## config.mk

```make
export PLATFORM = sky130hd
export DESIGN_NAME = shot_stack
export DESIGN_NICKNAME = d
export VERILOG_FILES = /design/src/rtl/shot_pkg.sv /design/src/rtl/shot_slot_timer.sv /design/src/rtl/shot_stack.sv
export SDC_FILE = /design/constraint.sdc
export NUM_CORES = 1
export LEC_CHECK = 0
export CORE_UTILIZATION = 50
export CTS_CLUSTER_SIZE = 20
export DETAILED_ROUTE_END_ITERATION = 10
export PLACE_DENSITY = 0.75
export SLEW_MARGIN = 10
export SYNTH_ARGS = -nofsm -noshare
export SYNTH_HDL_FRONTEND = slang
export SYNTH_HIERARCHICAL = 1
export SYNTH_SLANG_ARGS = --single-unit
```

## constraint.sdc

```tcl
create_clock -name clk -period 6.3 [get_ports clk]
set_input_delay 1.26 -clock clk [delete_from_list [all_inputs] [get_ports clk]]
set_output_delay 1.26 -clock clk [all_outputs]
set_load 0.02 [all_outputs]
```

## src/rtl/shot_pkg.sv

```systemverilog
// shot_pkg: shared sizes and types for the player's shot magazine.
package shot_pkg;
  localparam int SHOT_SLOTS = 8;
  typedef logic [3:0] shot_idx_t;
  typedef logic [7:0] shot_vec_t;
endpackage

```

## src/rtl/shot_slot_timer.sv

```systemverilog
// shot_slot_timer: one shot slot; flies for life_frames frame ticks or until done.
module shot_slot_timer #(
  parameter int CNT_W = 8
) (
  input  logic             clk,
  input  logic             reset,
  input  logic             launch,
  input  logic             done,
  input  logic             startOfFrame,
  input  logic [CNT_W-1:0] life_frames,
  output logic             active,
  output logic [CNT_W-1:0] life
);
  logic expire;
  assign expire = startOfFrame && life == CNT_W'(1);
  // done and expiry in the same cycle both land on the single clear branch
  always_ff @(posedge clk or posedge reset)
    if (reset) begin
      active <= 1'b0;
      life   <= '0;
    end else if (launch) begin
      active <= 1'b1;
      life   <= life_frames;
    end else if (active && (done || expire)) begin
      active <= 1'b0;
      life   <= '0;
    end else if (active && startOfFrame) begin
      life <= life - CNT_W'(1);
    end
endmodule

```

## src/rtl/shot_stack.sv

```systemverilog
// shot_stack: 8-shot magazine turning fire-key edges into per-slot shot lifetimes.
module shot_stack
  import shot_pkg::*;
#(
  parameter int COOLDOWN_FRAMES = 4,
  parameter int LIFE_FRAMES     = 60,
  parameter int CNT_W           = 8
) (
  input  logic      clk,
  input  logic      reset,
  input  logic      fireKey,
  input  logic      startOfFrame,
  input  shot_vec_t shotDone,
  input  logic      SHP_reload,
  output shot_vec_t shootEnable,
  output shot_idx_t shotsLeft,
  output logic      fireAccepted
);
  logic             fire_d;
  shot_idx_t        ptr;
  logic [CNT_W-1:0] cooldown;
  logic             launch;
  logic [CNT_W-1:0] unused_life [SHOT_SLOTS];
  // ptr[3] set means the magazine is empty; reload in the same cycle drops the edge
  assign launch = fireKey && !fire_d && !ptr[3] && cooldown == '0 &&
                  !shootEnable[ptr[2:0]] && !SHP_reload;
  assign shotsLeft = shot_idx_t'(SHOT_SLOTS) - ptr;
  always_ff @(posedge clk or posedge reset)
    if (reset) begin
      fire_d       <= 1'b0;
      fireAccepted <= 1'b0;
      ptr          <= '0;
      cooldown     <= '0;
    end else begin
      fire_d       <= fireKey;
      fireAccepted <= launch;
      ptr          <= SHP_reload ? '0 : ptr + shot_idx_t'(launch);
      cooldown     <= launch ? CNT_W'(COOLDOWN_FRAMES)
                             : cooldown - CNT_W'(startOfFrame && cooldown != '0);
    end
  for (genvar i = 0; i < SHOT_SLOTS; i++) begin : g_slot
    shot_slot_timer #(.CNT_W(CNT_W)) u_slot (
      .clk          (clk),
      .reset        (reset),
      .launch       (launch && ptr[2:0] == 3'(i)),
      .done         (shotDone[i]),
      .startOfFrame (startOfFrame),
      .life_frames  (CNT_W'(LIFE_FRAMES)),
      .active       (shootEnable[i]),
      .life         (unused_life[i])
    );
  end
endmodule

```

==> results.md, run 1 <==
* Outcome: complete, no violations
* GRT met1 Usage at 0.334
* Max Slew Vio Count at 0
* Filler cells at 995
* Top_reg_cell synth: dfrtp_1
* Setup crit start kind: primary input
* Largest net degree at the start of global routing at 58
* Placement Cell Area at 0.00665 sq mm
* First-pass GRT wire length at 24100 um
* Most Crowded Layer GR: met2
* Max cap viols at 0
* ANT cells at 0
* CP Capture Type: register
* Post-synthesis sequential element count at 86
* Starting Density at 0.514
* Multi-input logic area at 0.00377 sq mm
* # hold bufs at CTS at 0
* Post-synthesis area per instance at 8.52 sq um
* Number of flops mapped to enable cells by yosys at 0
* M2 GR Usage at 0.419
* Worst Skew at 9.54 ps
* Critical path required time at 6510 ps
* Post-synthesis sequential area ratio at 0.367
* Leakage at 3.16 nW
* DRT Pass-1 Iters at 5
* Fin. Hold Viols at 0
* Chip Height at 110 um
* Clk root buf: clkbuf_16
* Max frequency at 255 MHz
* CTS Sinks at 86
* Row cnt at 39
* Mapped Cells at 688
* Post-route ant nets at 0
* Worst skew pair latency at 350 ps
* Post-cts sizing count at 0
* # setup viols final at 0
* WL final at 14100 um
* Synth-to-Final Area Change at 18.7%
* H-tree levels at 3
* Tcrit/Tclk final at 0.623
* Vias in the first global route at 5131
* Clock buffer depth at 2
* Gpl congestion at 0.903
* Placed instance count at 939
* Ports at 26
* Syn. warnings at 6
* Number of setup buffers added after CTS at 0
* Clk slew on worst S/H paths at 60 ps
* Total gr overflow at 0
* Share of cells above drive strength 1 at 0.115
* Final Power at 1.44 mW
* Setup TNS at 0 ps
* Slew @ Worst Pin at 1130 ps
* Drt via density at 5.65
* RSZ-0062 raised after global routing: false
* Fin area at 0.00696 sq mm
* Ys async rst share at 1.00
* CTS tree: yes
* Die Span X at 110 um
* Critical path arrival at 4130 ps
* Kind of critical path: primary input to register
* Most frequent cells in the layout: nand2_1 (125), conb_1 (88), dfrtp_1 (86)
* PwrDens at 207 mW/mm^2
* Residual DRC count at 0
* Met3 Usage GRT at 0.0394
* Most common cell after layout, fill and taps aside: nand2_1
* Violation count after the first detailed-route iteration at 400
* Core Box Area at 0.0114 sq mm
* Number of antenna violations at the first check in global routing at 0
* Cts bufs inserted at 9
* Storage element area at 0.00215 sq mm
* Wire per inst at 14.7 um
* GR Util All Layers at 0.255
* Hold slack at 578 ps
* Count of cell types in the netlist at 51
* Fin nets at 846
* CP Max Fanout at 13
* PortBufs at 25
* Post-detail-place hpwl at 10200 um
* Tmin final at 3930 ps
* Max IR drop VDD at 0.201 mV
* Mapped Area at 0.00586 sq mm
* Final std cells w/o fill at 955
* Die ar. at 0.0122 sq mm
* Relative slew slack at 0.247
* Worst Hold Class: register to register
* Vias at 5399
[routing by layer]
layer / routed length, um / vias up
met5: 0 / -
met4: 284 / 0
met3: 626 / 24
met2: 6710 / 151
met1: 6430 / 2561
li1: - / 2663
[synth_stat cells, drive strengths merged, types with 10 or more instances]
| master | n | area, sq um |
|---|---|---|
| inv | 64 | 240 |
| dfrtp | 86 | 2150 |
| nor4 | 18 | 113 |
| a2111oi | 15 | 181 |
| o31ai | 34 | 295 |
| nor2b | 11 | 68.8 |
| o21ai | 11 | 55.1 |
| nor3 | 25 | 165 |
| or3 | 10 | 62.6 |
| o22ai | 16 | 100 |
| ha | 26 | 325 |
| xnor2 | 11 | 96.3 |
| nand2 | 125 | 469 |
| nand4 | 16 | 100 |
| or4 | 10 | 105 |
| nor2 | 59 | 221 |
| a21oi | 48 | 240 |
[sequential cells by signal, indices dropped and copies added (netlist names)]
| signal | count |
|---|---|
| g_slot.u_slot/life | 64 |
| cooldown | 8 |
| g_slot.u_slot/active | 8 |
| ptr | 4 |
| fireAccepted | 1 |
| fire_d | 1 |
[path summary, 6_finish.rpt]
path	depth (start not counted)	start	endpoint	slack (ps)
max reg2reg	8	ptr[0]$_DFF_PP0_	g_slot[7].u_slot/life[4]$_DFFE_PP0P_	3300
min	2	g_slot[6].u_slot/life[1]$_DFFE_PP0P_	g_slot[6].u_slot/life[1]$_DFFE_PP0P_	580
max in group asynchronous	2	reset	fireAccepted$_DFF_PP0_	4190
min in group asynchronous	2	reset	g_slot[3].u_slot/life[5]$_DFFE_PP0P_	1620
max	9	SHP_reload	g_slot[7].u_slot/life[4]$_DFFE_PP0P_	2370
min reg2reg	2	g_slot[6].u_slot/life[1]$_DFFE_PP0P_	g_slot[6].u_slot/life[1]$_DFFE_PP0P_	580
[worst max-delay path, cell delays in order]
cell             delay [ps]
clkdlybuf4s50_1         470
nor4b_1                 460
o21ai_1                 470
nor4_2                  390
buf_4                   260
inv_1                   140
nand2_1                 190
a21oi_1                  90
a2111oi_0               400
[metrics by stage]
stage,utilization,setup slack (ps)
after floorplan,-,3140
after global placement,0.583,2170
after detailed placement,0.583,2000
after CTS,0.609,2370
after global routing,0.609,2020
final,0.609,2370
[logic make-up after synthesis]
logic type                 count (synthesis)  share of synthesized area
AOI/OAI and AO/OA                        165                      0.217
other                                      2                    0.00128
xor gates and xnor gates                  14                     0.0209
adders and majority gates                 26                     0.0555
buffers and inverters                     76                     0.0518
muxes                                      3                    0.00725
and+or+nand+nor                          316                      0.279
DFF                                       86                      0.367
[final cells by class]
| type | count | share of cell area |
|---|---|---|
| clock buffer | 10 | 0.0343 |
| clock inverter | 6 | 0.00971 |
| inverter | 64 | 0.0345 |
| multi-input combinational | 612 | 0.542 |
| sequential | 86 | 0.309 |
| tap | 143 | 0.0257 |
| timing repair buffer | 34 | 0.0449 |
[power by group]
part,internal (mW),switching [mW]
logic,0.103,0.133
registers,0.600,0.0573
clock network,0.320,0.228
Power figures use the tool's default switching activity.
==> run 2: changes to the inputs <==
Clock period 6.3 ns to 3.8 ns, I/O delays scaled along.
==> results.md, run 2 (synthesized netlist as in run 1, its figures left out) <==
* CTS Sinks at 86 (unchanged)
* Most common cell after layout, fill and taps aside: nand2_1 (unchanged)
* Top Family by Delay on Critical Path: buffers and inverters (was simple AND/OR/NAND/NOR gates)
* Core Box Area at 0.0114 sq mm (unchanged)
* Clock buffer depth at 2 (unchanged)
* Most frequent cells in the layout: nand2_1 (125), conb_1 (88), dfrtp_1 (86) (unchanged)
* Hold slack at 566 ps (was 578 ps)
* Cts bufs inserted at 9 (unchanged)
* Max cap viols at 0 (unchanged)
* Max IR drop VDD at 0.223 mV (was 0.201 mV)
* Post-cts sizing count at 0 (unchanged)
* Setup TNS at 0 ps (unchanged)
* Starting Density at 0.514 (unchanged)
* Wire per inst at 14.6 um (was 14.7 um)
* First-pass GRT wire length at 23900 um (was 24100 um)
* Final Power at 2.29 mW (was 1.44 mW)
* Die Span X at 110 um (unchanged)
* Post-route ant nets at 0 (unchanged)
* DRT Pass-1 Iters at 5 (unchanged)
* Clk root buf: clkbuf_16 (unchanged)
* Outcome: complete, no violations (unchanged)
* Relative slew slack at 0.243 (was 0.247)
* Post-detail-place hpwl at 10300 um (was 10200 um)
* Worst skew pair latency at 350 ps (about the same)
* Number of antenna violations at the first check in global routing at 0 (unchanged)
* Gpl congestion at 0.882 (was 0.903)
* Worst path bufs/invs at 4 (was 3)
* Setup crit start kind: primary input (unchanged)
* Kind of critical path: primary input to register (unchanged)
* Top reg by flops: g_slot.u_slot/life (unchanged)
* Die ar. at 0.0122 sq mm (unchanged)
* Critical path required time at 4020 ps (was 6510 ps)
* GR Util All Layers at 0.251 (was 0.255)
* Vias in the first global route at 5302 (was 5131)
* Slowest cell on crit path: nor4b_1 (was clkdlybuf4s50_1)
* Share of cells above drive strength 1 at 0.109 (was 0.115)
* Filler cells at 1024 (was 995)
* WL final at 14000 um (was 14100 um)
* Tmin final at 3120 ps
* Vias at 5426 (was 5399)
* PortBufs at 25 (unchanged)
* Violation count after the first detailed-route iteration at 331 (was 400)
* Worst Skew at 6.31 ps (was 9.54 ps)
* Drt via density at 5.68 (was 5.65)
* RSZ-0062 raised after global routing: false (unchanged)
* ANT cells at 0 (unchanged)
* Worst Hold Class: register to register (unchanged)
* Largest register FFs at 64 (unchanged)
* Tcrit/Tclk final at 0.820
* H-tree levels at 3 (unchanged)
* Residual DRC count at 0 (unchanged)
* Chip Height at 110 um (unchanged)
* Max frequency at 321 MHz
* Fin. Hold Viols at 0 (unchanged)
* PwrDens at 330 mW/mm^2 (was 207 mW/mm^2)
* Largest net degree at the start of global routing at 57 (was 58)
* # setup viols final at 0 (unchanged)
* Max Slew Vio Count at 0 (unchanged)
* Fin nets at 847 (was 846)
* CP Max Fanout at 13 (unchanged)
* Top flop regs: g_slot.u_slot/life (64), cooldown (8), g_slot.u_slot/active (8) (unchanged)
* Slew @ Worst Pin at 1130 ps (about the same)
* Number of setup buffers added after CTS at 0 (unchanged)
* CP Capture Type: register (unchanged)
* CP cell instances: clkdlybuf4s50_1 -> nor4b_1 -> o21ai_1 -> buf_4 -> nor4_2 -> buf_4 -> inv_1 -> nand2_1 -> a21oi_1 -> a2111oi_0 (was clkdlybuf4s50_1 -> nor4b_1 -> o21ai_1 -> nor4_2 -> buf_4 -> inv_1 -> nand2_1 -> a21oi_1 -> a2111oi_0)
* Total gr overflow at 0 (unchanged)
* Worst path most repeated cell: buf_4
* Ports at 26 (unchanged)
* Slowest stage delay, CP at 500 ps (was 470 ps)
* Synth-to-Final Area Change at 18.0% (was 18.7%)
* Leakage at 3.14 nW (was 3.16 nW)
* CTS tree: yes (unchanged)
* Critical path arrival at 3330 ps (was 4130 ps)
* # hold bufs at CTS at 0 (unchanged)
* Clk slew on worst S/H paths at 60 ps (about the same)
* Row cnt at 39 (unchanged)
## run 2: tightest hold or removal path, stage by stage, from the launching register on
cell	delay (ps)
dfrtp_1	370
o22ai_1	80
nor2_1	80
## run 2: where the power goes
group          internal [mW]  leakage, nW  switching [mW]
Sequential             0.996         1.18          0.0953
Clock                  0.461        0.128           0.351
Combinational          0.170         1.84           0.214
Total                   1.63         3.14           0.660
## run 2: cell type report
class                           instances  area [sq um]  area share
Inverter                               64           240      0.0347
Multi-Input combinational cell        612          3770       0.544
Sequential cell                        86          2150       0.311
Clock buffer                           15           258      0.0372
Clock inverter                          1          5.00    0.000723
Tap cell                              143           179      0.0258
Timing Repair Buffer                   35           320      0.0463
## run 2: routing by layer
metal  part of all wire  vias up  track usage
met5                  0        -            0
met4              0.018        0        0.112
met3              0.040       18       0.0412
met2               0.49      123        0.424
met1               0.45     2618        0.314
li1                   -     2667            -
## run 2: stage by stage
stage	cells	setup WS [ps]	cell area, sq um	util
after floorplan	774	1140	6190	-
after global placement	940	511	6660	0.583
after detailed placement	940	306	6660	0.583
after CTS	956	696	6920	0.606
after global routing	956	374	6920	0.606
final	956	683	6920	0.606
## run 2: final timing paths
check / cells past startpoint / to / slack (ps) / from
max: 10 / g_slot[3].u_slot/life[4]$_DFFE_PP0P_ / 680 / SHP_reload
min: 2 / g_slot[1].u_slot/life[1]$_DFFE_PP0P_ / 570 / g_slot[1].u_slot/life[1]$_DFFE_PP0P_
max reg2reg: 8 / g_slot[3].u_slot/life[4]$_DFFE_PP0P_ / 950 / ptr[0]$_DFF_PP0_
min reg2reg: 2 / g_slot[1].u_slot/life[1]$_DFFE_PP0P_ / 570 / g_slot[1].u_slot/life[1]$_DFFE_PP0P_
max in group asynchronous: 2 / cooldown[0]$_DFF_PP0_ / 2220 / reset
min in group asynchronous: 2 / g_slot[4].u_slot/life[5]$_DFFE_PP0P_ / 1120 / reset
